### src/rtl/score_keeper_pkg.sv
// rtl/score_keeper_pkg.sv - shared state encodings and default widths for the jump game scorer
package score_keeper_pkg;

  typedef enum logic [1:0] {
    ST_IDLE = 2'd0,
    ST_PLAY = 2'd1,
    ST_OVER = 2'd2
  } state_e;

  localparam int SCORE_W_DEF   = 10;
  localparam int SCORE_MAX_DEF = 1023;
  localparam int COMBO_W_DEF   = 4;
  localparam int COMBO_MAX_DEF = 15;

endpackage

### src/rtl/score_sat_add.sv
// rtl/score_sat_add.sv - combinational score + increment, clamped to SCORE_MAX
module score_sat_add #(
  parameter int SCORE_W   = 10,
  parameter int INC_W     = 5,
  parameter int SCORE_MAX = 1023
) (
  input  logic [SCORE_W-1:0] score,
  input  logic [INC_W-1:0]   inc,
  output logic [SCORE_W-1:0] sum
);

  localparam int SUM_W = SCORE_W + INC_W;

  logic [SUM_W-1:0] wide;

  // Widened so the carry out of the score never wraps before the clamp.
  always_comb begin
    wide = {{INC_W{1'b0}}, score} + {{SCORE_W{1'b0}}, inc};
    if (wide > SUM_W'(SCORE_MAX)) begin
      sum = SCORE_W'(SCORE_MAX);
    end else begin
      sum = wide[SCORE_W-1:0];
    end
  end

endmodule

### src/rtl/score_keeper.sv
// rtl/score_keeper.sv - jump game scoring engine: FSM, combo, saturating score, high score
module score_keeper
  import score_keeper_pkg::*;
#(
  parameter int SCORE_W   = SCORE_W_DEF,
  parameter int SCORE_MAX = SCORE_MAX_DEF,
  parameter int COMBO_W   = COMBO_W_DEF,
  parameter int COMBO_MAX = COMBO_MAX_DEF
) (
  input  logic               clk,
  input  logic               rst,
  input  logic               i_start,
  input  logic               i_land,
  input  logic               i_center,
  input  logic               i_fall,
  output logic [SCORE_W-1:0] o_score,
  output logic [COMBO_W-1:0] o_combo,
  output logic [SCORE_W-1:0] o_high_score,
  output logic [1:0]         o_state,
  output logic               o_score_upd,
  output logic               o_new_record
);

  localparam int INC_W = COMBO_W + 1;

  state_e             state_q, state_d;
  logic [SCORE_W-1:0] score_q, score_d;
  logic [COMBO_W-1:0] combo_q, combo_d;
  logic [SCORE_W-1:0] high_q, high_d;
  logic               upd_q, upd_d;
  logic               rec_q, rec_d;

  logic [COMBO_W-1:0] combo_next;
  logic [INC_W-1:0]   inc;
  logic [SCORE_W-1:0] score_sum;

  always_comb begin
    if (combo_q >= COMBO_W'(COMBO_MAX)) begin
      combo_next = COMBO_W'(COMBO_MAX);
    end else begin
      combo_next = combo_q + COMBO_W'(1);
    end
    inc = i_center ? {combo_next, 1'b0} : INC_W'(1);
  end

  score_sat_add #(
    .SCORE_W  (SCORE_W),
    .INC_W    (INC_W),
    .SCORE_MAX(SCORE_MAX)
  ) u_sat_add (
    .score(score_q),
    .inc  (inc),
    .sum  (score_sum)
  );

  // Priority start > fall > land; a restart never credits the abandoned game.
  always_comb begin
    state_d = state_q;
    score_d = score_q;
    combo_d = combo_q;
    high_d  = high_q;
    upd_d   = 1'b0;
    rec_d   = rec_q;
    if (i_start) begin
      state_d = ST_PLAY;
      score_d = '0;
      combo_d = '0;
      rec_d   = 1'b0;
      upd_d   = (score_q != '0);
    end else if (state_q == ST_PLAY) begin
      if (i_fall) begin
        state_d = ST_OVER;
        if (score_q > high_q) begin
          high_d = score_q;
          rec_d  = 1'b1;
        end
      end else if (i_land) begin
        score_d = score_sum;
        combo_d = i_center ? combo_next : '0;
        upd_d   = (score_sum != score_q);
      end
    end
  end

  always_ff @(posedge clk or negedge rst) begin
    if (!rst) begin
      state_q <= ST_IDLE;
      score_q <= '0;
      combo_q <= '0;
      high_q  <= '0;
      upd_q   <= 1'b0;
      rec_q   <= 1'b0;
    end else begin
      state_q <= state_d;
      score_q <= score_d;
      combo_q <= combo_d;
      high_q  <= high_d;
      upd_q   <= upd_d;
      rec_q   <= rec_d;
    end
  end

  assign o_score      = score_q;
  assign o_combo      = combo_q;
  assign o_high_score = high_q;
  assign o_state      = state_q;
  assign o_score_upd  = upd_q;
  assign o_new_record = rec_q;

endmodule

### config.mk
export PLATFORM = sky130hd
export DESIGN_NAME = score_keeper
export DESIGN_NICKNAME = d
export VERILOG_FILES = /design/src/rtl/score_keeper_pkg.sv /design/src/rtl/score_sat_add.sv /design/src/rtl/score_keeper.sv
export SDC_FILE = /design/constraint.sdc
export NUM_CORES = 1
export LEC_CHECK = 0
export ABC_AREA = 1
export ABC_CLOCK_PERIOD_IN_PS = 5300
export CAP_MARGIN = 20
export CORE_UTILIZATION = 50
export DETAILED_ROUTE_END_ITERATION = 7
export PLACE_DENSITY = 0.86
export SLEW_MARGIN = 5
export SYNTH_ARGS = -nofsm -noshare
export SYNTH_HDL_FRONTEND = slang
export SYNTH_SLANG_ARGS = --single-unit
### constraint.sdc
create_clock -name clk -period 5.3 [get_ports clk]
set_input_delay 0.795 -clock clk [delete_from_list [all_inputs] [get_ports clk]]
set_output_delay 0.795 -clock clk [all_outputs]
set_load 0.02 [all_outputs]
==> out/qor.json, run 1 <==
{
  "status": {
    "outcome": "finished clean"
  },
  "placement": {
    "place.detailed.hpwl_um": 3138,
    "place_inst": 309,
    "gpl.final_weighted_congestion": 0.8875,
    "buffer_ports.inserted": 33,
    "placedInstanceArea_mm2": 0.002190
  },
  "clock_tree": {
    "total_clock_buffers_created_by_cts": 3,
    "cts.root.buffer_cell": "sky130_fd_sc_hd__clkbuf_4",
    "max_root_sink_buffers": 2,
    "clock_input_transition_at_the_sequential_cells_of_the_worst_setup_and_hold_paths_ps": 160,
    "clkLatencyLatePin_ps": 350,
    "clock_sink_count": 28,
    "tritoncts": "done",
    "ctsHoldBuffers": 0,
    "post_cts.repair.setup_buffers": 0,
    "h-tree-depth": 1,
    "postCtsResizedCells": 0
  },
  "logic_synthesis": {
    "synth_edf_count": 0,
    "postSynthRegisterBits": 28,
    "yosys_most_used_dff": "sky130_fd_sc_hd__dfrtp_1",
    "async_reset_ff_frac": 1.000,
    "synth_sequential_area_ratio": 0.3881,
    "synth_fp_nets": 254,
    "avgSynthCellArea_um2": 7.782,
    "synthesis.instances": 232,
    "synth.yosys.warnings": 0,
    "synth.cell_area_mm2": 0.001805,
    "ys_types": 30
  },
  "worst_setup_path": {
    "critical_path.most_common_cell": "sky130_fd_sc_hd__nand2_1",
    "worst-setup-path-type": "primary input to flop",
    "timing.critical_path.arrival_ps": 3010,
    "crit_fanout": 10,
    "reg2reg_setup_slack_ps": 2580,
    "critPathCaptureType": "flop",
    "start_kind": "primary input",
    "crit_chain": "clkdlybuf4s50_1 -> o21ai_0 -> fa_1 -> inv_1 -> a21oi_1 -> nand2_2 -> nand3_2 -> nand2_4 -> nand2_4 -> nand3_1 -> nand2_1 -> nor2_1 -> nand3_1 -> nand2_1 -> nand2_1",
    "timing.critical_path.slowest_cell_delay_ps": 530,
    "worstPathRequired_ps": 5550,
    "timing.critical_path.slowest_stage_cell": "sky130_fd_sc_hd__clkdlybuf4s50_1"
  },
  "drt": {
    "detailedRoute.firstPassIterationCount": 4,
    "drt-total-wl_um": 4061,
    "drt_iter0_markers": 105,
    "route.detailed.drc": 0,
    "post_drt_wl_per_cell_um": 12.97,
    "vias": 1663,
    "vias_per_cell": 5.313,
    "ant_nets": 0
  },
  "die": {
    "boundaryPins": 34,
    "die-height_um": 62.09,
    "initial_utilization": 0.5327,
    "design.die.area_mm2": 0.003855,
    "die_x_um": 62.09,
    "core_area_mm2": 0.003390,
    "rows": 21
  },
  "timing": {
    "worst_slew_pin_slew_ps": 647.3,
    "final-max-slew-violation-count": 0,
    "post-route-min-period_ps": 2753,
    "clock-skew-final_ps": 9.573,
    "finalHoldViolCount": 0,
    "finalSetupTns_ps": 0,
    "setup_viol": 0,
    "finalCritPeriodShare": 0.5193,
    "maxClockFrequency_ghz": 0.3633,
    "rsz0062_at_grt": "no",
    "maxSlewHeadroom": 0.5672
  },
  "layout": {
    "sequential_cell_area_um2": 700.7,
    "drive_above_1_share": 0.07116,
    "flow.area_growth_from_synthesis_pct": 24.19,
    "post_layout_nonfiller_instances": 313,
    "finish.net_count": 290,
    "multi_input_area_um2": 928.4,
    "fillCellCount": 285,
    "antenna_cells": 0,
    "fin_area_mm2": 0.002242
  },
  "job": {
    "maxCapViolCount": 0
  },
  "global_routing": {
    "groute.usage.overall": 0.2363,
    "leftover_overflow_at_the_end_of_global_routing": 0,
    "number_of_antenna_violations_at_the_first_check_in_global_routing": 0,
    "grt_start_max_net_pins": 29,
    "vias_in_the_first_global_route": 1516,
    "grt_pass1_wl_um": 6589
  },
  "pwr": {
    "power.density_cell_area_mw_per_mm2": 246.9,
    "power.ir.vdd_worst_uv": 128.6,
    "p_leak_uw": 0.001086
  },
  "min_path": {
    "min-delay-path-class": "flop to flop"
  }
}
==> registers in the layout, summed over array words and instances (netlist names) <==
register,cells
o_score,10
o_score_upd,1
o_combo,4
o_new_record,1
o_high_score,10
o_state,2
==> path summary, 6_finish.rpt <==
path	start	to	cells after the start
setup reg to reg	o_combo[0]	o_score[7]	16
hold reg to reg	o_new_record	o_new_record	2
setup / recovery	i_center	o_score_upd	15
min in group asynchronous	rst	o_high_score[7]	2
max in group asynchronous	rst	o_high_score[1]	2
hold / removal	o_new_record	o_new_record	2
==> placed cells by master (no fill, tap or decap), types with 2 or more instances in the layout <==
| cell | n |
|---|---|
| sky130_fd_sc_hd__nor2_1 | 10 |
| sky130_fd_sc_hd__clkbuf_4 | 3 |
| sky130_fd_sc_hd__nand4_1 | 4 |
| sky130_fd_sc_hd__nand2_2 | 3 |
| sky130_fd_sc_hd__a21oi_1 | 8 |
| sky130_fd_sc_hd__o21ai_0 | 25 |
| sky130_fd_sc_hd__nand2_1 | 50 |
| sky130_fd_sc_hd__nand2_4 | 2 |
| sky130_fd_sc_hd__xor2_1 | 2 |
| sky130_fd_sc_hd__a211oi_1 | 2 |
| sky130_fd_sc_hd__o211ai_1 | 2 |
| sky130_fd_sc_hd__nand3_2 | 2 |
| sky130_fd_sc_hd__nor3_1 | 2 |
| sky130_fd_sc_hd__ha_1 | 15 |
| sky130_fd_sc_hd__clkdlybuf4s50_1 | 33 |
| sky130_fd_sc_hd__inv_1 | 43 |
| sky130_fd_sc_hd__dfrtp_1 | 28 |
| sky130_fd_sc_hd__o22ai_1 | 5 |
| sky130_fd_sc_hd__nand3_1 | 14 |
==> metal layers <==
metal	global-route usage	wire [um]
met2	0.4012	1974
met1	0.2848	1856
met5	0	0
met4	0.1048	72
met3	0.05383	158
==> critical path: cells and delay by family <==
family	cells	cell delay (ps)
adder cells (fa/ha/maj)	1	490
buffers and inverters	2	600
AO/OA/AOI/OAI	2	290
AND/OR/NAND/NOR	10	830
==> stage by stage <==
stage	worst slack (ps)	hold slack (ps)	util	total power [uW]
finish	2547	506.5	0.6615	553.5
global route	2249	544.6	0.6615	585.9
CTS	2558	512.0	0.6615	557.2
detailed placement	2169	476.2	0.6460	413.2
global placement	2299	468.7	0.6460	408.5
floorplan	2871	499.4	-	347.9
==> kinds of logic after synthesis <==
logic type / count (synthesis) / share of synthesized area
xor+xnor: 2 / 0.009704
buf+inv: 47 / 0.09771
flops: 28 / 0.3881
fa+ha+maj: 16 / 0.1150
compound gates: 47 / 0.1469
simple gates: 92 / 0.2426
==> layout make-up <==
type	count	area share
flip-flops and latches	28	0.3125
multi-input cells	157	0.4141
well taps	46	0.02567
repair buffers	34	0.1507
inverters	44	0.07366
clock inverters	1	0.01339
clock buffers	3	0.01004
==> power by group <==
part	internal (uW)	leakage, uW	switching, uW
clock	76.7	0.0000279	67.9
sequential	232	0.000384	15.3
combinational	69.2	0.000675	92.1
==> synthesized netlist by cell type, types with 2 or more instances <==
cell,n,area [um^2]
sky130_fd_sc_hd__nor3_1,2,10.01
sky130_fd_sc_hd__clkbuf_1,3,11.26
sky130_fd_sc_hd__dfrtp_1,28,700.7
sky130_fd_sc_hd__o211ai_1,2,15.01
sky130_fd_sc_hd__nand4_1,4,25.02
sky130_fd_sc_hd__nor2_1,10,37.54
sky130_fd_sc_hd__a211oi_1,2,15.01
sky130_fd_sc_hd__nand3_2,2,20.02
sky130_fd_sc_hd__nand2_4,2,22.52
sky130_fd_sc_hd__nand2_1,50,187.7
sky130_fd_sc_hd__a21oi_1,8,40.04
sky130_fd_sc_hd__inv_1,43,161.4
sky130_fd_sc_hd__o22ai_1,5,31.28
sky130_fd_sc_hd__o21ai_0,25,125.1
sky130_fd_sc_hd__nand2_2,3,18.77
sky130_fd_sc_hd__ha_1,15,187.7
sky130_fd_sc_hd__nand3_1,14,70.07
sky130_fd_sc_hd__xor2_1,2,17.52
Note: power is estimated with default switching activity, not from simulation.
==> run 2, diff against run 1 <==
--- a/config.mk
+++ b/config.mk
@@ -6,11 +6,11 @@
 export NUM_CORES = 1
 export LEC_CHECK = 0
 export ABC_AREA = 1
-export ABC_CLOCK_PERIOD_IN_PS = 5300
+export ABC_CLOCK_PERIOD_IN_PS = 2200
 export CAP_MARGIN = 20
-export CORE_UTILIZATION = 50
+export CORE_UTILIZATION = 47
 export DETAILED_ROUTE_END_ITERATION = 7
-export PLACE_DENSITY = 0.86
+export PLACE_DENSITY = 0.85
 export SLEW_MARGIN = 5
 export SYNTH_ARGS = -nofsm -noshare
 export SYNTH_HDL_FRONTEND = slang
==> constraint.sdc (replaced) <==
create_clock -name clk -period 2.2 [get_ports clk]
set_input_delay 0.33 -clock clk [delete_from_list [all_inputs] [get_ports clk]]
set_output_delay 0.33 -clock clk [all_outputs]
set_load 0.02 [all_outputs]
==> out/qor.json, run 2 (synthesized netlist as in run 1, its figures left out) <==
{
  "die": {
    "initial_utilization": {"value": 0.4932, "change": "-0.03950"},
    "boundaryPins": {"value": 34, "change": "unchanged"},
    "core_area": {"value": 0.003661, "unit": "mm^2", "change": "+8.0%"},
    "rows": {"value": 22, "change": "+4.8%"},
    "die-height": {"value": 63.98, "unit": "um", "change": "+3.0%"},
    "design.die.area": {"value": 0.004093, "unit": "mm^2", "change": "+6.2%"},
    "die_x": {"value": 63.98, "unit": "um", "change": "+3.0%"}
  },
  "worst_setup_path": {
    "worst-setup-path-type": "flop to flop",
    "crit_path_start": "o_combo[1]",
    "r2r-start": "o_combo[1]",
    "critical_path.most_common_cell": "sky130_fd_sc_hd__nand2_1",
    "critPathCaptureType": "flop",
    "start_kind": "flop",
    "crit_fanout": {"value": 5, "change": "-5"},
    "worstPathRequired": {"value": 2370, "unit": "ps", "change": "-3180 ps"},
    "crit_reg_reg_endpoint": "o_score_upd",
    "timing.critical_path.slowest_stage_cell": "sky130_fd_sc_hd__dfrtp_2",
    "crit_chain": "ha_4 -> nand2_4 -> nor2_4 -> o21ai_4 -> fa_2 -> inv_2 -> a21oi_2 -> nand2_2 -> nand3_4 -> nand2_8 -> nand2_8 -> nand2_2 -> nand2_1 -> nand2_1 -> nand2_1 -> inv_1 -> nand3_1 -> nand2_1 -> nand2_1",
    "r2r_cells": {"value": 19, "change": "+3"},
    "timing.critical_path.arrival": {"value": 2600, "unit": "ps", "change": "-410 ps"},
    "timing.critical_path.slowest_cell_delay": {"value": 400, "unit": "ps", "change": "-130 ps"},
    "reg2reg_setup_slack": {"value": -230, "unit": "ps", "change": "-2810 ps"}
  },
  "min_path": {
    "min-delay-path-class": "primary input to asynchronous set/reset pin"
  },
  "drt": {
    "post_drt_wl_per_cell": {"value": 14.74, "unit": "um", "change": "+14%"},
    "drt_iter0_markers": {"value": 144, "change": "+37%"},
    "route.detailed.drc": {"value": 0, "change": "unchanged"},
    "detailedRoute.firstPassIterationCount": {"value": 4, "change": "unchanged"},
    "ant_nets": {"value": 0, "change": "unchanged"},
    "drt-total-wl": {"value": 5069, "unit": "um", "change": "+25%"},
    "vias_per_cell": {"value": 5.442, "change": "+2.4%"},
    "vias": {"value": 1872, "change": "+13%"}
  },
  "placement": {
    "buffer_ports.inserted": {"value": 33, "change": "unchanged"},
    "place.detailed.hpwl": {"value": 3560, "unit": "um", "change": "+13%"},
    "dp_worst_setup_slack": {"value": -303.1, "unit": "ps", "change": "-2472 ps"},
    "gpl.final_weighted_congestion": {"value": 0.8979, "change": "+1.2%"},
    "placedInstanceArea": {"value": 0.002422, "unit": "mm^2", "change": "+11%"}
  },
  "timing": {
    "setup_viol": {"value": 6, "change": "+6"},
    "finalCritPeriodShare": 1.106,
    "post-route-min-period_ps": 2433,
    "final-max-slew-violation-count": {"value": 0, "change": "unchanged"},
    "finalHoldViolCount": {"value": 0, "change": "unchanged"},
    "clock-skew-final": {"value": 5.002, "unit": "ps", "change": "-4.571 ps"},
    "worst_slew_pin_slew": {"value": 659.5, "unit": "ps", "change": "+12.15 ps"},
    "maxSlewHeadroom": {"value": 0.5587, "change": "-0.008515"},
    "maxClockFrequency_ghz": 0.4111,
    "finalSetupTns": {"value": -499.2, "unit": "ps", "change": "-499.2 ps"},
    "worst_slack": {"value": -232.6, "unit": "ps", "change": "-2780 ps"},
    "rsz0062_at_grt": "yes"
  },
  "layout": {
    "fillCellCount": {"value": 269, "change": "-5.6%"},
    "final_common_cell": "sky130_fd_sc_hd__nand2_1",
    "layout_common_cells": "45 x sky130_fd_sc_hd__nand2_1, 37 x sky130_fd_sc_hd__inv_1, 32 x sky130_fd_sc_hd__clkdlybuf4s50_1",
    "flow.area_growth_from_synthesis_pct": 47.68,
    "drive_above_1_share": {"value": 0.2669, "change": "+0.1957"},
    "finish.net_count": {"value": 319, "change": "+10%"},
    "antenna_cells": {"value": 0, "change": "unchanged"},
    "fin_area": {"value": 0.002666, "unit": "mm^2", "change": "+19%"}
  },
  "global_routing": {
    "grt_start_max_net_pins": {"value": 29, "change": "unchanged"},
    "leftover_overflow_at_the_end_of_global_routing": {"value": 0, "change": "unchanged"},
    "number_of_antenna_violations_at_the_first_check_in_global_routing": {"value": 0, "change": "unchanged"},
    "grt_pass1_wl": {"value": 8162, "unit": "um", "change": "+24%"},
    "vias_in_the_first_global_route": {"value": 1863, "change": "+23%"},
    "groute.usage.overall": {"value": 0.2580, "change": "+0.02171"}
  },
  "clock_tree": {
    "clock_input_transition_at_the_sequential_cells_of_the_worst_setup_and_hold_paths": {"value": 100, "unit": "ps", "change": "-60 ps"},
    "tritoncts": "done",
    "max_root_sink_buffers": {"value": 2, "change": "unchanged"},
    "total_clock_buffers_created_by_cts": {"value": 3, "change": "unchanged"},
    "clkLatencyLatePin": {"value": 280, "unit": "ps", "change": "-70 ps"},
    "clock_sink_count": {"value": 28, "change": "unchanged"},
    "ctsHoldBuffers": {"value": 0, "change": "unchanged"},
    "h-tree-depth": {"value": 1, "change": "unchanged"},
    "cts.root.buffer_cell": "sky130_fd_sc_hd__clkbuf_8"
  },
  "status": {
    "outcome": "finished with violations",
    "failed_checks": "negative setup slack"
  },
  "pwr": {
    "power.density_cell_area": {"value": 557.1, "unit": "mW/mm^2", "change": "+130%"},
    "power.ir.vdd_worst": {"value": 348.9, "unit": "uV", "change": "+170%"},
    "p_leak": {"value": 0.001260, "unit": "uW", "change": "+16%"}
  },
  "job": {
    "maxCapViolCount": {"value": 0, "change": "unchanged"}
  }
}
## run 2: changes by cell type in the layout (fill, tap and decap cells not counted), moves of 3 or more
cell                       before  now
sky130_fd_sc_hd__buf_4          1   28
sky130_fd_sc_hd__nand2_2        3    6
sky130_fd_sc_hd__o21ai_0       25   17
sky130_fd_sc_hd__inv_1         43   37
sky130_fd_sc_hd__ha_4           0    3
sky130_fd_sc_hd__o21ai_1        1    6
sky130_fd_sc_hd__clkbuf_4       3    0
sky130_fd_sc_hd__clkbuf_8       0    3
sky130_fd_sc_hd__inv_2          1    4
sky130_fd_sc_hd__a21oi_1        8    5
sky130_fd_sc_hd__nand3_1       14   11
sky130_fd_sc_hd__nand2_1       50   45
sky130_fd_sc_hd__inv_4          0    3
sky130_fd_sc_hd__ha_1          15   11
## run 2: worst max path at each step
stage / endpoint / cells after the start
after detailed placement: o_score_upd / 18
after global placement: o_score_upd / 18
after floorplan: o_score[7] / 16
final: o_score_upd / 19
after CTS: o_score_upd / 17
after global routing: o_score_upd / 17
## run 2: per-layer routing
metal | vias up | part of all wire | GRT usage
met3 | 20 | 0.061 | 0.03750
li1 | 900 | - | -
met2 | 77 | 0.51 | 0.4348
met5 | - | 0 | 0
met4 | 0 | 0.034 | 0.1392
met1 | 875 | 0.40 | 0.3159
## run 2: where the power goes
part | switching (uW) | internal [uW] | total (uW)
clock | 174 | 244 | 418
combinational | 270 | 201 | 472
sequential | 35.9 | 560 | 596
total | 480 | 1010 | 1490
## run 2: area by class of cell
type	count	area, um^2	area share
inverter	44	172.7	0.06476
multi-input combinational	158	1109	0.4158
timing repair buffer	62	550.5	0.2065
clock buffer	3	41.29	0.01549
clock inverter	1	30.03	0.01126
tap	48	60.06	0.02252
sequential	28	703.2	0.2637
## run 2: critical path, delay by kind of cell, from the launching register on
kind            cells  cell delay (ps)
simple gates       13             1130
flops               1              400
compound gates      2              130
fa+ha+maj           2              530
buf+inv             2              130
## run 2: timing repair
action / in CTS / in global routing
setup buffers: 3 / 0
endpoints found under the setup margin: 8 / 18
cloned: 0 / 1
gates resized for setup: 26 / 15
pin swaps: 11 / 12
## run 2: through the flow
step / instances / util / total power [uW] / hold WS [ps]
after detailed placement: 336 / 0.6617 / 1039 / 470.2
after CTS: 343 / 0.7102 / 1464 / 440.5
final: 344 / 0.7283 / 1485 / 419.5
after global placement: 336 / 0.6617 / 1013 / 466.2
after floorplan: 232 / - / 842.3 / 34.41
after global routing: 344 / 0.7283 / 1567 / 452.6
==> run 3, diff against run 2 <==
--- a/config.mk
+++ b/config.mk
@@ -5,7 +5,6 @@
 export SDC_FILE = /design/constraint.sdc
 export NUM_CORES = 1
 export LEC_CHECK = 0
-export ABC_AREA = 1
 export ABC_CLOCK_PERIOD_IN_PS = 2200
 export CAP_MARGIN = 20
 export CORE_UTILIZATION = 47
==> out/qor.json, run 3 <==
{
  "logic_synthesis": {
    "synth_edf_count": {"value": 0, "change": "unchanged"},
    "synth_area_leaders": "sky130_fd_sc_hd__dfrtp_1 38%, sky130_fd_sc_hd__ha_1 10%, sky130_fd_sc_hd__mux2_2 4.9%, sky130_fd_sc_hd__inv_1 4.1%, sky130_fd_sc_hd__mux2i_1 3.8%",
    "yosys-top-cells-count": "28 x sky130_fd_sc_hd__dfrtp_1, 20 x sky130_fd_sc_hd__inv_1, 15 x sky130_fd_sc_hd__ha_1, 13 x sky130_fd_sc_hd__a21oi_1, 13 x sky130_fd_sc_hd__nor2_1",
    "netlist.area_leader.share": {"value": 0.3784, "change": "-0.009702"},
    "synth_most_common_cell": "sky130_fd_sc_hd__dfrtp_1",
    "postSynthRegisterBits": {"value": 28, "change": "unchanged"},
    "synth_sequential_area_ratio": {"value": 0.3784, "change": "-0.009702"},
    "avgSynthCellArea": {"value": 9.595, "unit": "um^2", "change": "+23%"},
    "synthesis.instances": {"value": 193, "change": "-17%"},
    "synthDominantAreaCellType": "sky130_fd_sc_hd__dfrtp_1",
    "ys_types": {"value": 47, "change": "+57%"},
    "async_reset_ff_frac": {"value": 1.000, "change": "unchanged"},
    "yosys_most_used_dff": "sky130_fd_sc_hd__dfrtp_1",
    "synth_fp_nets": {"value": 215, "change": "-15%"},
    "synth.cell_area": {"value": 0.001852, "unit": "mm^2", "change": "+2.6%"},
    "synth.yosys.warnings": {"value": 0, "change": "unchanged"}
  },
  "global_routing": {
    "grt_start_max_net_pins": {"value": 29, "change": "unchanged"},
    "vias_in_the_first_global_route": {"value": 1805, "change": "-3.1%"},
    "grt_pass1_wl": {"value": 8673, "unit": "um", "change": "+6.3%"},
    "groute.usage.overall": {"value": 0.2729, "change": "+0.01484"},
    "number_of_antenna_violations_at_the_first_check_in_global_routing": {"value": 0, "change": "unchanged"},
    "leftover_overflow_at_the_end_of_global_routing": {"value": 0, "change": "unchanged"}
  },
  "layout": {
    "drive_above_1_share": {"value": 0.3745, "change": "+0.1077"},
    "final_core_utilization": {"value": 0.7939, "change": "+0.06564"},
    "multi_input_area": {"value": 0.001275, "unit": "mm^2", "change": "+15%"},
    "finish.net_count": {"value": 298, "change": "-6.6%"},
    "flow.area_growth_from_synthesis_pct": 59.32,
    "fin_area": {"value": 0.002950, "unit": "mm^2", "change": "+11%"},
    "final_common_cell": "sky130_fd_sc_hd__buf_4",
    "post_layout_nonfiller_instances": {"value": 323, "change": "-6.1%"},
    "layout_common_cells": "44 x sky130_fd_sc_hd__buf_4, 33 x sky130_fd_sc_hd__clkdlybuf4s50_1, 23 x sky130_fd_sc_hd__dfrtp_1",
    "sequential_cell_area": {"value": 706.9, "unit": "um^2", "change": "+0.53%"},
    "antenna_cells": {"value": 0, "change": "unchanged"},
    "fillCellCount": {"value": 213, "change": "-21%"}
  },
  "clock_tree": {
    "clock_input_transition_at_the_sequential_cells_of_the_worst_setup_and_hold_paths": {"value": 100, "unit": "ps", "change": "about the same"},
    "h-tree-depth": {"value": 1, "change": "unchanged"},
    "clkLatencyLatePin": {"value": 280, "unit": "ps", "change": "about the same"},
    "total_clock_buffers_created_by_cts": {"value": 3, "change": "unchanged"},
    "clock_sink_count": {"value": 28, "change": "unchanged"},
    "max_root_sink_buffers": {"value": 2, "change": "unchanged"},
    "ctsHoldBuffers": {"value": 0, "change": "unchanged"},
    "tritoncts": "done",
    "cts.root.buffer_cell": "sky130_fd_sc_hd__clkbuf_8"
  },
  "worst_setup_path": {
    "timing.critical_path.arrival": {"value": 2840, "unit": "ps", "change": "+240 ps"},
    "r2r_cells": {"value": 11, "change": "-8"},
    "start_kind": "flop",
    "worstPathRequired": {"value": 2370, "unit": "ps", "change": "about the same"},
    "r2r-start": "o_combo[0]",
    "critPathCaptureType": "flop",
    "worst-setup-path-type": "flop to flop",
    "reg2reg_setup_slack": {"value": -460, "unit": "ps", "change": "-230 ps"},
    "crit_fanout": {"value": 4, "change": "-1"},
    "crit_reg_reg_endpoint": "o_score_upd"
  },
  "timing": {
    "worst_slack": {"value": -464.3, "unit": "ps", "change": "-231.7 ps"},
    "final-max-slew-violation-count": {"value": 0, "change": "unchanged"},
    "rsz0062_at_grt": "yes",
    "finalCritPeriodShare": {"value": 1.211, "change": "+0.1053"},
    "maxSlewHeadroom": {"value": 0.7065, "change": "+0.1478"},
    "worst_slew_pin_slew": {"value": 438.7, "unit": "ps", "change": "-220.8 ps"},
    "setup_viol": {"value": 11, "change": "+5"},
    "clock-skew-final": {"value": 4.732, "unit": "ps", "change": "-0.2703 ps"},
    "finalHoldViolCount": {"value": 0, "change": "unchanged"},
    "maxClockFrequency": {"value": 0.3753, "unit": "GHz", "change": "-8.7%"},
    "post-route-min-period": {"value": 2664, "unit": "ps", "change": "+231.7 ps"}
  },
  "status": {
    "outcome": "finished with violations",
    "failed_checks": "negative setup slack"
  },
  "die": {
    "rows": {"value": 22, "change": "unchanged"},
    "die_x": {"value": 64.77, "unit": "um", "change": "+1.2%"},
    "die-height": {"value": 64.77, "unit": "um", "change": "+1.2%"},
    "core_area": {"value": 0.003716, "unit": "mm^2", "change": "+1.5%"},
    "design.die.area": {"value": 0.004195, "unit": "mm^2", "change": "+2.5%"},
    "boundaryPins": {"value": 34, "change": "unchanged"},
    "initial_utilization": {"value": 0.4983, "change": "+0.005152"}
  },
  "drt": {
    "drt-total-wl": {"value": 5578, "unit": "um", "change": "+10%"},
    "ant_nets": {"value": 0, "change": "unchanged"},
    "post_drt_wl_per_cell": {"value": 17.27, "unit": "um", "change": "+17%"},
    "drt_iter0_markers": {"value": 115, "change": "-20%"},
    "route.detailed.drc": {"value": 0, "change": "unchanged"},
    "vias": {"value": 1887, "change": "+0.80%"},
    "vias_per_cell": {"value": 5.842, "change": "+7.4%"},
    "detailedRoute.firstPassIterationCount": {"value": 4, "change": "unchanged"}
  },
  "placement": {
    "buffer_ports.inserted": {"value": 33, "change": "unchanged"},
    "gpl.final_weighted_congestion": {"value": 0.8907, "change": "-0.80%"},
    "place_inst": {"value": 305, "change": "-9.2%"},
    "placedInstanceArea": {"value": 0.002569, "unit": "mm^2", "change": "+6.0%"},
    "place.detailed.hpwl": {"value": 3711, "unit": "um", "change": "+4.2%"},
    "dp_worst_setup_slack": {"value": -715.7, "unit": "ps", "change": "-412.6 ps"}
  },
  "pwr": {
    "post-layout-total-power": {"value": 1624, "unit": "uW", "change": "+9.3%"},
    "power.density_cell_area": {"value": 550.5, "unit": "mW/mm^2", "change": "-1.2%"},
    "p_leak": {"value": 0.001325, "unit": "uW", "change": "+5.2%"},
    "power.ir.vdd_worst": {"value": 318.8, "unit": "uV", "change": "-8.6%"}
  },
  "min_path": {
    "min-delay-path-class": "primary input to asynchronous set/reset pin"
  },
  "job": {
    "maxCapViolCount": {"value": 0, "change": "unchanged"}
  }
}
==> run 3: changes by cell type in the layout (fill, tap and decap cells not counted), moves of 5 or more <==
| cell | previous run | this run |
|---|---|---|
| sky130_fd_sc_hd__a31oi_1 | 0 | 5 |
| sky130_fd_sc_hd__o21ai_0 | 17 | 6 |
| sky130_fd_sc_hd__mux2_2 | 0 | 8 |
| sky130_fd_sc_hd__inv_1 | 37 | 17 |
| sky130_fd_sc_hd__nand2_1 | 45 | 5 |
| sky130_fd_sc_hd__buf_4 | 28 | 44 |
| sky130_fd_sc_hd__nand2_2 | 6 | 1 |
| sky130_fd_sc_hd__o22ai_1 | 5 | 0 |
| sky130_fd_sc_hd__mux2i_1 | 0 | 7 |
==> run 3: timing repair <==
item | CTS | global route
resized for setup | 21 | 15
pin swaps | 9 | 14
buffers inserted | 3 | 10
gates cloned | 0 | 1
setup endpoints to repair | 19 | 19
==> run 3: worst max-delay path by stage <==
stage	slack (ps)	startpoint	endpoint
after floorplan	-410	o_combo[0]	o_score_upd
after global placement	-630	i_center	o_score_upd
after detailed placement	-720	i_center	o_score_upd
after CTS	-430	o_combo[0]	o_score_upd
after global routing	-550	o_combo[0]	o_score_upd
final	-460	o_combo[0]	o_score_upd
==> run 3: per-stage QoR <==
stage          hold WS [ps]  setup TNS (ps)
2_1_floorplan         34.41           -1691
3_3_place_gp          511.4           -4867
3_5_place_dp          515.3           -5613
4_1_cts               439.1           -2209
5_1_grt               455.5           -4222
6_report              420.7           -3047
==> run 3: layout make-up <==
class | count | share of cell area
inverter | 20 | 0.02545
sequential | 28 | 0.2396
clock buffer | 3 | 0.01399
timing repair buffer | 84 | 0.2583
tap | 48 | 0.02036
multi-input combinational | 139 | 0.4321
clock inverter | 1 | 0.01018
==> run 3: kinds of logic after synthesis <==
| family | count (synthesis) | share of synthesized area |
|---|---|---|
| XOR/XNOR | 4 | 0.01892 |
| buffers and inverters | 26 | 0.05338 |
| AO/OA/AOI/OAI | 48 | 0.1824 |
| adder cells (fa/ha/maj) | 17 | 0.1176 |
| AND/OR/NAND/NOR | 55 | 0.1628 |
| flip-flops | 28 | 0.3784 |
| multiplexers | 15 | 0.08649 |
==> run 3: worst max-delay path, cell delays in order, from the launching register on <==
cell and delay [ps]:
sky130_fd_sc_hd__dfrtp_2 430, sky130_fd_sc_hd__ha_4 170, sky130_fd_sc_hd__nand3_4 80, sky130_fd_sc_hd__buf_4 160
sky130_fd_sc_hd__a21oi_4 160, sky130_fd_sc_hd__ha_4 250, sky130_fd_sc_hd__nand2b_4 110, sky130_fd_sc_hd__o211ai_1 150
sky130_fd_sc_hd__a21o_2 240, sky130_fd_sc_hd__a311o_1 350, sky130_fd_sc_hd__o311a_1 130, sky130_fd_sc_hd__a2111o_1 340
==> run 3: routing by layer <==
metal / vias up / part of all wire / track usage / wire length (um)
met2: 73 / 0.51 / 0.4740 / 2865
met5: - / 0 / 0 / 0
met3: 23 / 0.038 / 0.02993 / 212
met1: 922 / 0.41 / 0.3400 / 2296
li1: 869 / - / - / -
met4: 0 / 0.037 / 0.1139 / 204
==> run 3: report_power, final <==
| group | switching [uW] | leakage [uW] | internal, uW |
|---|---|---|---|
| Clock | 169 | 0.0000357 | 244 |
| Combinational | 297 | 0.000918 | 308 |
| Sequential | 38.9 | 0.000371 | 567 |
